==> src/rtl/sb_spi_pkg.sv <==
// Shared constants for sb_spi_slave: register offsets, SPISR bit positions and bus direction codes.
package sb_spi_pkg;

    localparam logic [3:0] SPICR0  = 4'h8;
    localparam logic [3:0] SPICR1  = 4'h9;
    localparam logic [3:0] SPICR2  = 4'hA;
    localparam logic [3:0] SPIBR   = 4'hB;
    localparam logic [3:0] SPISR   = 4'hC;
    localparam logic [3:0] SPITXDR = 4'hD;
    localparam logic [3:0] SPIRXDR = 4'hE;
    localparam logic [3:0] SPICSR  = 4'hF;

    localparam int TIP_BIT  = 7;
    localparam int BUSY_BIT = 6;
    localparam int TRDY_BIT = 4;
    localparam int RRDY_BIT = 3;
    localparam int ROE_BIT  = 2;

    localparam logic SB_WR = 1'b1;
    localparam logic SB_RD = 1'b0;

endpackage

==> src/rtl/spi_slave_shifter.sv <==
// SPI mode-0 slave datapath: input synchronisers, edge detect, bit counter and RX/TX shift registers.
module spi_slave_shifter #(
    parameter int SYNC_STAGES = 2
) (
    input  logic       clk,
    input  logic       rst,
    input  logic       spe,
    input  logic       lsb_first,
    input  logic       spi_sck,
    input  logic       spi_ss,
    input  logic       spi_si,
    input  logic [7:0] load_data,
    output logic       load_req,
    output logic       byte_done,
    output logic [7:0] rx_byte,
    output logic       active,
    output logic       spi_so
);

    logic [SYNC_STAGES-1:0] sck_sync;
    logic [SYNC_STAGES-1:0] ss_sync;
    logic [SYNC_STAGES-1:0] si_sync;
    logic                   sck_d;
    logic                   ss_d;
    logic                   sck_s;
    logic                   ss_s;
    logic                   si_s;
    logic                   sck_rise;
    logic                   sck_fall;
    logic                   ss_fall;
    logic [3:0]             bit_cnt;
    logic [7:0]             rx_sr;
    logic [7:0]             tx_sr;
    logic [7:0]             rx_next;

    assign sck_s    = sck_sync[SYNC_STAGES-1];
    assign ss_s     = ss_sync[SYNC_STAGES-1];
    assign si_s     = si_sync[SYNC_STAGES-1];
    assign sck_rise = sck_s & ~sck_d;
    assign sck_fall = ~sck_s & sck_d;
    assign ss_fall  = ~ss_s & ss_d;
    assign active   = spe & ~ss_s;

    // A byte starts at select assertion or on the falling SCK edge that follows bit 8.
    assign load_req = active & (ss_fall | (sck_fall & (bit_cnt == 4'd8)));
    assign rx_next  = lsb_first ? {si_s, rx_sr[7:1]} : {rx_sr[6:0], si_s};

    always_ff @(posedge clk) begin
        if (rst) begin
            sck_sync <= '0;
            ss_sync  <= '1;
            si_sync  <= '0;
            sck_d    <= 1'b0;
            ss_d     <= 1'b1;
        end else begin
            sck_sync <= {sck_sync[SYNC_STAGES-2:0], spi_sck};
            ss_sync  <= {ss_sync[SYNC_STAGES-2:0], spi_ss};
            si_sync  <= {si_sync[SYNC_STAGES-2:0], spi_si};
            sck_d    <= sck_s;
            ss_d     <= ss_s;
        end
    end

    always_ff @(posedge clk) begin
        if (rst) begin
            bit_cnt   <= 4'd0;
            rx_sr     <= 8'h00;
            tx_sr     <= 8'hFF;
            rx_byte   <= 8'h00;
            byte_done <= 1'b0;
            spi_so    <= 1'b1;
        end else begin
            byte_done <= 1'b0;
            if (!active) begin
                bit_cnt <= 4'd0;
                spi_so  <= 1'b1;
            end else if (load_req) begin
                bit_cnt <= 4'd0;
                tx_sr   <= load_data;
                spi_so  <= lsb_first ? load_data[0] : load_data[7];
            end else if (sck_rise && (bit_cnt != 4'd8)) begin
                rx_sr   <= rx_next;
                bit_cnt <= bit_cnt + 4'd1;
                if (bit_cnt == 4'd7) begin
                    byte_done <= 1'b1;
                    rx_byte   <= rx_next;
                end
            end else if (sck_fall && (bit_cnt != 4'd0)) begin
                tx_sr  <= lsb_first ? {1'b1, tx_sr[7:1]} : {tx_sr[6:0], 1'b1};
                spi_so <= lsb_first ? tx_sr[1] : tx_sr[6];
            end
        end
    end

endmodule

==> src/rtl/sb_spi_slave.sv <==
// Soft SB_SPI slave: system-bus register file around spi_slave_shifter.
// Define SB_SPI_LSBF_EN to let SPICR2 bit0 select LSB-first shifting.
module sb_spi_slave
    import sb_spi_pkg::*;
#(
    parameter logic [3:0] BUS_ADDR74  = 4'b0000,
    parameter int         SYNC_STAGES = 2
) (
    input  logic       clk,
    input  logic       rst,
    input  logic       sbstb,
    input  logic       sbrw,
    input  logic [7:0] sbadr,
    input  logic [7:0] sbdati,
    output logic [7:0] sbdato,
    output logic       sback,
    input  logic       spi_sck,
    input  logic       spi_ss,
    input  logic       spi_si,
    output logic       spi_so
);

    logic       stb_prev;
    logic       hit;
    logic       tx_wr;
    logic       rx_rd;
    logic       sr_rd;
    logic [7:0] spicr0;
    logic [7:0] spicr1;
    logic [7:0] spicr2;
    logic [7:0] spibr;
    logic [7:0] spicsr;
    logic [7:0] txbuf;
    logic [7:0] rxdr;
    logic       trdy;
    logic       rrdy;
    logic       roe;
    logic       lsb_first;
    logic       load_req;
    logic       byte_done;
    logic [7:0] rx_byte;
    logic       active;
    logic [7:0] load_data;
    logic [7:0] status;
    logic [7:0] rd_data;

`ifdef SB_SPI_LSBF_EN
    assign lsb_first = spicr2[0];
`else
    assign lsb_first = 1'b0;
`endif

    // Only a fresh strobe into the upper half of our page is a transaction.
    assign hit   = sbstb & ~stb_prev & (sbadr[7:4] == BUS_ADDR74) & sbadr[3];
    assign tx_wr = hit & (sbrw == SB_WR) & (sbadr[3:0] == SPITXDR);
    assign rx_rd = hit & (sbrw == SB_RD) & (sbadr[3:0] == SPIRXDR);
    assign sr_rd = hit & (sbrw == SB_RD) & (sbadr[3:0] == SPISR);

    // A TXDR write racing a byte start goes straight into the shift register.
    assign load_data = tx_wr ? sbdati : (trdy ? 8'hFF : txbuf);

    always_comb begin
        status           = 8'h00;
        status[TIP_BIT]  = active;
        status[BUSY_BIT] = active;
        status[TRDY_BIT] = trdy;
        status[RRDY_BIT] = rrdy;
        status[ROE_BIT]  = roe;
        case (sbadr[3:0])
            SPICR0:  rd_data = spicr0;
            SPICR1:  rd_data = spicr1;
            SPICR2:  rd_data = spicr2;
            SPIBR:   rd_data = spibr;
            SPISR:   rd_data = status;
            SPIRXDR: rd_data = rxdr;
            SPICSR:  rd_data = spicsr;
            default: rd_data = 8'h00;
        endcase
    end

    always_ff @(posedge clk) begin
        if (rst) begin
            stb_prev <= 1'b0;
            sback    <= 1'b0;
            sbdato   <= 8'h00;
            spicr0   <= 8'h00;
            spicr1   <= 8'h00;
            spicr2   <= 8'h00;
            spibr    <= 8'h00;
            spicsr   <= 8'h00;
        end else begin
            stb_prev <= sbstb;
            sback    <= hit;
            if (hit && (sbrw == SB_RD)) begin
                sbdato <= rd_data;
            end
            if (hit && (sbrw == SB_WR)) begin
                case (sbadr[3:0])
                    SPICR0:  spicr0 <= sbdati;
                    SPICR1:  spicr1 <= sbdati;
                    SPICR2:  spicr2 <= sbdati;
                    SPIBR:   spibr  <= sbdati;
                    SPICSR:  spicsr <= sbdati;
                    default: ;
                endcase
            end
        end
    end

    always_ff @(posedge clk) begin
        if (rst) begin
            txbuf <= 8'h00;
            trdy  <= 1'b1;
        end else begin
            if (tx_wr) begin
                txbuf <= sbdati;
            end
            if (load_req) begin
                trdy <= 1'b1;
            end else if (tx_wr) begin
                trdy <= 1'b0;
            end
        end
    end

    // A completed byte wins over a same-cycle RXDR read, so RRDY stays set without overrun.
    always_ff @(posedge clk) begin
        if (rst) begin
            rxdr <= 8'h00;
            rrdy <= 1'b0;
            roe  <= 1'b0;
        end else begin
            if (sr_rd) begin
                roe <= 1'b0;
            end
            if (byte_done) begin
                rxdr <= rx_byte;
                rrdy <= 1'b1;
                if (rrdy && !rx_rd) begin
                    roe <= 1'b1;
                end
            end else if (rx_rd) begin
                rrdy <= 1'b0;
            end
        end
    end

    spi_slave_shifter #(
        .SYNC_STAGES(SYNC_STAGES)
    ) u_shifter (
        .clk       (clk),
        .rst       (rst),
        .spe       (spicr1[7]),
        .lsb_first (lsb_first),
        .spi_sck   (spi_sck),
        .spi_ss    (spi_ss),
        .spi_si    (spi_si),
        .load_data (load_data),
        .load_req  (load_req),
        .byte_done (byte_done),
        .rx_byte   (rx_byte),
        .active    (active),
        .spi_so    (spi_so)
    );

endmodule

==> config.mk <==
export PLATFORM = sky130hd
export DESIGN_NAME = sb_spi_slave
export DESIGN_NICKNAME = d
export VERILOG_FILES = /design/src/rtl/sb_spi_pkg.sv /design/src/rtl/spi_slave_shifter.sv /design/src/rtl/sb_spi_slave.sv
export SDC_FILE = /design/constraint.sdc
export NUM_CORES = 1
export LEC_CHECK = 0
export CAP_MARGIN = 20
export CORE_UTILIZATION = 25
export DETAILED_ROUTE_END_ITERATION = 6
export DONT_BUFFER_PORTS = 1
export SLEW_MARGIN = 20
export SYNTH_ARGS = -nofsm -noshare
export SYNTH_HDL_FRONTEND = slang
export SYNTH_HIERARCHICAL = 1
export SYNTH_SLANG_ARGS = --single-unit
==> constraint.sdc <==
create_clock -name clk -period 3.66 [get_ports clk]
set_input_delay 0.732 -clock clk [delete_from_list [all_inputs] [get_ports clk]]
set_output_delay 0.732 -clock clk [all_outputs]
set_load 0.03 [all_outputs]
=== Word level (Yosys, flattened, before mapping) ===
Index checks and enable logic that the tools add are counted.

* Register bits: 105
* Logic and storage cells: 98
* Output and inout port bits: 10
* Input port bits: 23

* Reduce and logical (&&, ||, !) cells: 23
* Add/sub/neg operators: 1
* Equal/unequal tests: 12
* Bitwise logic cells: 23
* Muxes and demuxes: 15

{| class="wikitable"
|+ Operators with widths
! operator !! number
|-
| $pmux 8 s7 || 1
|-
| $eq 4x4->1 const B || 9
|-
| $mux 7 || 3
|-
| $mux 8 || 2
|-
| $and 1x1->1 || 14
|-
| $reduce_and 2->1 || 6
|-
| $mux 1 || 9
|-
| $not 1->1 || 8
|-
| $reduce_and 3->1 || 2
|-
| $logic_and 1x1->1 || 5
|-
| $add 4x1->4 const B || 1
|-
| $eq 4x3->1 const B || 1
|-
| $logic_not 4->1 || 1
|-
| $ne 4x4->1 const B || 1
|-
| $reduce_and 4->1 || 1
|-
| $reduce_bool 2->1 || 2
|-
| $reduce_bool 4->1 || 1
|-
| $reduce_or 2->1 || 2
|-
| $reduce_or 4->1 || 1
|-
| $reduce_or 3->1 || 1
|-
| $ne 2x2->1 const B || 1
|-
| $logic_not 1->1 || 1
|-
| $or 1x1->1 || 1
|}

=== Depth between registers and ports, before layout ===
* Depth after elaboration: 10
* Depth in mapped cells: 8
* Depth with buffers taken out: 7

=== Hierarchy ===
The synthesis kept the hierarchy.

{| class="wikitable"
|+ By module, submodules not included
! module !! cells each !! area each (sq um) !! sequential area each (sq um) !! instances
|-
| sb_spi_slave || 357 || 3143.0 || 1381.3 || 1
|-
| spi_slave_shifter || 171 || 1731.7 || 760.7 || 1
|}

=== Least setup slack after synthesis ===
Ideal clock, no wire load.

* Kind: in2reg
* Start point: input port sbadr[5]
* End point: register u_shifter.spi_so
* Stages on the path: 8
* Slack: 0.970 ns
* Arrival time: 2.561 ns
* Library setup time: 0.130 ns
* Required time: 3.530 ns
* Buffers on the path: 2
* Cells stage by stage: or4_4 > buf_6 > nor4_4 > buf_2 > o21ai_0 > nor2b_1 > a2111oi_0 > o21ai_0

* Word-level cells in the longest chain between the ends: 7

{| class="wikitable"
|+ RTL lines
! what !! RTL line !! source
|-
| start, declared || sb_spi_slave.sv:13 || <nowiki>input logic [7:0] sbadr,</nowiki>
|-
| $logic_not 4->1 || sb_spi_slave.sv:54 || <nowiki>assign hit = sbstb & ~stb_prev & (sbadr[7:4] == BUS_ADDR74) & sbadr[3];</nowiki>
|-
| $and 1x1->1 (2 in series) || sb_spi_slave.sv:54 ||
|-
| $and 1x1->1 (2 in series) || sb_spi_slave.sv:55 || <nowiki>assign tx_wr = hit & (sbrw == SB_WR) & (sbadr[3:0] == SPITXDR);</nowiki>
|-
| $mux 8 || sb_spi_slave.sv:60 || <nowiki>assign load_data = tx_wr ? sbdati : (trdy ? 8'hFF : txbuf);</nowiki>
|-
| named net load_data[7] || sb_spi_slave.sv:43 || <nowiki>logic [7:0] load_data;</nowiki>
|-
| $mux 1 || spi_slave_shifter.sv:77 || <nowiki>end else if (load_req) begin</nowiki>
|-
| end signal, assigned || spi_slave_shifter.sv:80 || <nowiki>spi_so <= lsb_first ? load_data[0] : load_data[7];</nowiki>
|-
| end signal, assigned || spi_slave_shifter.sv:90 || <nowiki>spi_so <= lsb_first ? tx_sr[1] : tx_sr[6];</nowiki>
|-
| end, declared || spi_slave_shifter.sv:17 || <nowiki>output logic spi_so</nowiki>
|}

The timed path passes the listed nets, and every way through them passes these cells.
A chain may end at the register's enable or synchronous reset.

=== Worst setup path after layout ===
Same ends and word-level chain as after synthesis.

==> results by group <==
Synth
  • Mean post-synth cell area: 9.232 um^2
  • Mapped Cells: 528
  • Syn_nets: 553
  • Synth area leaders: dfxtp_1 44%, mux2i_1 12%, nor2_1 5.2%
  • Most common cell in the synthesized netlist: dfxtp_1
  • Syn Std Cell Area: 0.004875 mm^2
  • Share of the synthesized area in the top cell type: 43.94%
  • Top cells by count, synth: 107 x dfxtp_1, 68 x nor2_1, 57 x mux2i_1
  • FF+latch count, synth: 107
  • Ys Warns: 6
  • Post-synth top flop: dfxtp_1
  • Area leader, netlist: dfxtp_1
  • Library cells used by synthesis: 56
  • Post-synth EDFFs: 0
  • FFs w/ async S/R, synth: 0%
  • Sequential share of the synthesized area: 43.94%

Timing
  • Final Hold Vio Count: 0
  • Clock Skews: 0.01186 ns
  • Slew @ Worst Pin: 0.9503 ns
  • Slew headroom: 36.64%
  • Worst setup margin: 1.240 ns
  • Slew Viols, Final: 0
  • FMAX: 413.2 MHz
  • Final hold slack: 0.4154 ns
  • Final cycle utilization of the critical path: 66.12%
  • Sum Neg Setup Slack: 0 ns
  • Tmin final: 2.420 ns
  • Endpoints failing setup: 0
  • RSZ-0062 raised after global routing: no

Floorplan
  • Top-level port count: 33
  • Core Region: 0.01889 mm^2
  • Starting density of the core: 25.80%
  • Die Wd: 141.6 um
  • Row count: 50
  • Chip Height: 141.6 um
  • Die Footprint: 0.02006 mm^2

Place
  • Placed inst area: 0.005055 mm^2
  • Placed cell count: 756
  • Routability cong.: 0.7998
  • Port Buffers: 0
  • Detailed Place HPWL: 7566 um
  • Worst slack at placement: 0.9295 ns

Worst setup path
  • Worst-path fanout max: 6
  • Critical path arrival: 2.65 ns
  • Critical-path top delay cell: or4_4
  • FF-to-FF Start: u_shifter/bit_cnt[0]
  • Crit. End Element: flop
  • CP Buf/Inv Count: 0
  • Setup Crit Path Kind: in -> reg
  • Worst path cell trace: or4_4 > nor4_4 > o21ai_0 > nor2b_1 > a2111oi_0 > o21ai_0
  • Cell class contributing the biggest share of worst-path delay: simple AND/OR/NAND/NOR gates
  • Cell mode on critical path: o21ai_0
  • Crit path launch type: primary input
  • Critical path launch point: sbadr[5]
  • CP Data Required Time: 3.89 ns
  • Reg-to-reg endpoint: u_shifter/tx_sr[6]
  • Critical Path Max Stage Delay: 0.59 ns
  • Worst reg2reg setup slack: 1.46 ns
  • R2r worst-path depth: 6

Layout
  • Layout cells sized above 1: 8.398%
  • Area grow syn2layout: 10.27%
  • Nets: 532
  • Antenna diodes: 0
  • Design area: 0.005375 mm^2
  • Core Util, Final: 28.45%
  • Non-filler cells, final: 772

CTS
  • CTS Buf Count: 9
  • Clk Latency, worst-skew pair: 0.36 ns
  • CTS root buf: clkbuf_16
  • Sink Count: 107
  • Post-CTS Setup Bufs: 0
  • H-Tree Depth: 3
  • Clock buffer depth: 2
  • CTS tree: yes
  • Worst-path clk slew: 0.07 ns
  • Post-cts resize count: 0
  • # hold bufs at CTS: 0

Routing
  • Final ANT Viol Nets: 0
  • Drc violations: 0
  • DR WL/cell: 15.18 um
  • DR iter-0 viols: 333
  • WL final: 11,720 um
  • Routed vias/inst: 4.835
  • Vias: 3,733
  • DRT Pass-1 Iters: 7

Global route
  • Total congestion overflow: 0
  • Vias in the first global route: 3,517
  • Initial antenna violation count: 0
  • Gr usage total: 12.15%
  • First-pass GRT wire length: 19,110 um
  • Largest net degree at the start of global routing: 99

Worst hold path
  • Hold Startpoint: u_shifter/ss_sync[0]
  • Hold Path Stages: 1
  • Hold path endpoint: u_shifter/ss_sync[1]
  • Hold crit path type: reg -> reg

Power and ir drop
  • Leak Pwr: 1.891 nW
  • Overall power: 2.262 mW
  • PD cells: 420.8 mW/mm^2
  • Max IR drop VDD: 0.0002607 V

Run
  • Max-cap violations: 0

Status
  • Status: finished clean
-- how the worst max path moves through the flow --
stage | endpoint | slack (ns) | depth (start not counted)
6_report | u_shifter/spi_so | 1.24 | 6
5_1_grt | u_shifter/spi_so | 1.11 | 6
4_1_cts | u_shifter/spi_so | 1.27 | 8
3_5_place_dp | u_shifter/tx_sr[0] | 0.93 | 6
3_3_place_gp | u_shifter/spi_so | 0.94 | 8
2_1_floorplan | u_shifter/spi_so | 0.97 | 8
-- worst reg2reg max path, stage by stage, from the launching register on --
cell and delay, ns:
dfxtp_1 0.34, inv_1 0.08, ha_1 0.22, and3b_4 0.22, a21oi_1 0.74, a21oi_1 0.14
a221o_1 0.37
-- layout make-up --
type | count | area [um^2]
Fill cell | 2048 | 13520
Tap cell | 260 | 325.3
Clock inverter | 7 | 95.09
Clock buffer | 9 | 225.2
Timing Repair Buffer | 3 | 22.52
Inverter | 7 | 26.28
Multi-Input combinational cell | 379 | 2539
Sequential cell | 107 | 2142
-- where the power goes --
part           switching, mW  total (mW)  internal (mW)
registers            0.00280        1.17           1.17
logic                 0.0311      0.0558         0.0247
clock network          0.485        1.04          0.550
total                  0.519        2.26           1.74
-- layout by cell type, fill, tap and decap left out, drive strengths merged, types with 2 or more instances in the layout --
cell type / synthesis / final
dfxtp: 107 / 107
nor2: 69 / 69
mux2i: 57 / 57
a21oi: 37 / 37
o21ai: 36 / 36
nand2: 35 / 35
nand3: 20 / 20
a211oi: 16 / 16
nor2b: 11 / 11
a21o: 10 / 10
clkbuf: 24 / 9
inv: 7 / 9
a221o: 8 / 8
nand2b: 8 / 8
nand3b: 7 / 7
nor3: 6 / 6
nor4: 6 / 6
or2: 5 / 5
a221oi: 4 / 4
mux4: 4 / 4
clkinv: 0 / 4
nand4: 3 / 3
a31oi: 3 / 3
buf: 11 / 3
xnor2: 3 / 3
and2: 2 / 2
nand4b: 2 / 2
a311oi: 2 / 2
o41ai: 2 / 2
and2b: 2 / 2
ha: 2 / 2
and3b: 2 / 2
-- cell families (layout without fill, tap and decap cells) --
kind of cell | count (synthesis) | after routing | share of synthesized area, %
other cells | 1 | 1 | 0.07693
xor+xnor | 3 | 3 | 0.5391
compound gates | 127 | 127 | 16.86
buf+inv | 42 | 26 | 3.979
fa+ha+maj | 2 | 2 | 0.5133
flops | 107 | 107 | 43.94
mux | 62 | 62 | 13.78
simple gates | 184 | 184 | 20.30
-- routing by layer --
| layer | global-route usage (%) | vias to the layer above | wire length (um) |
|---|---|---|---|
| li1 | - | 1851 | - |
| met1 | 16.83 | 1772 | 5740 |
| met2 | 18.15 | 99 | 5194 |
| met3 | 3.206 | 11 | 636 |
| met4 | 4.131 | 0 | 151 |
| met5 | 0 | - | 0 |
Power figures use the tool's default switching activity.
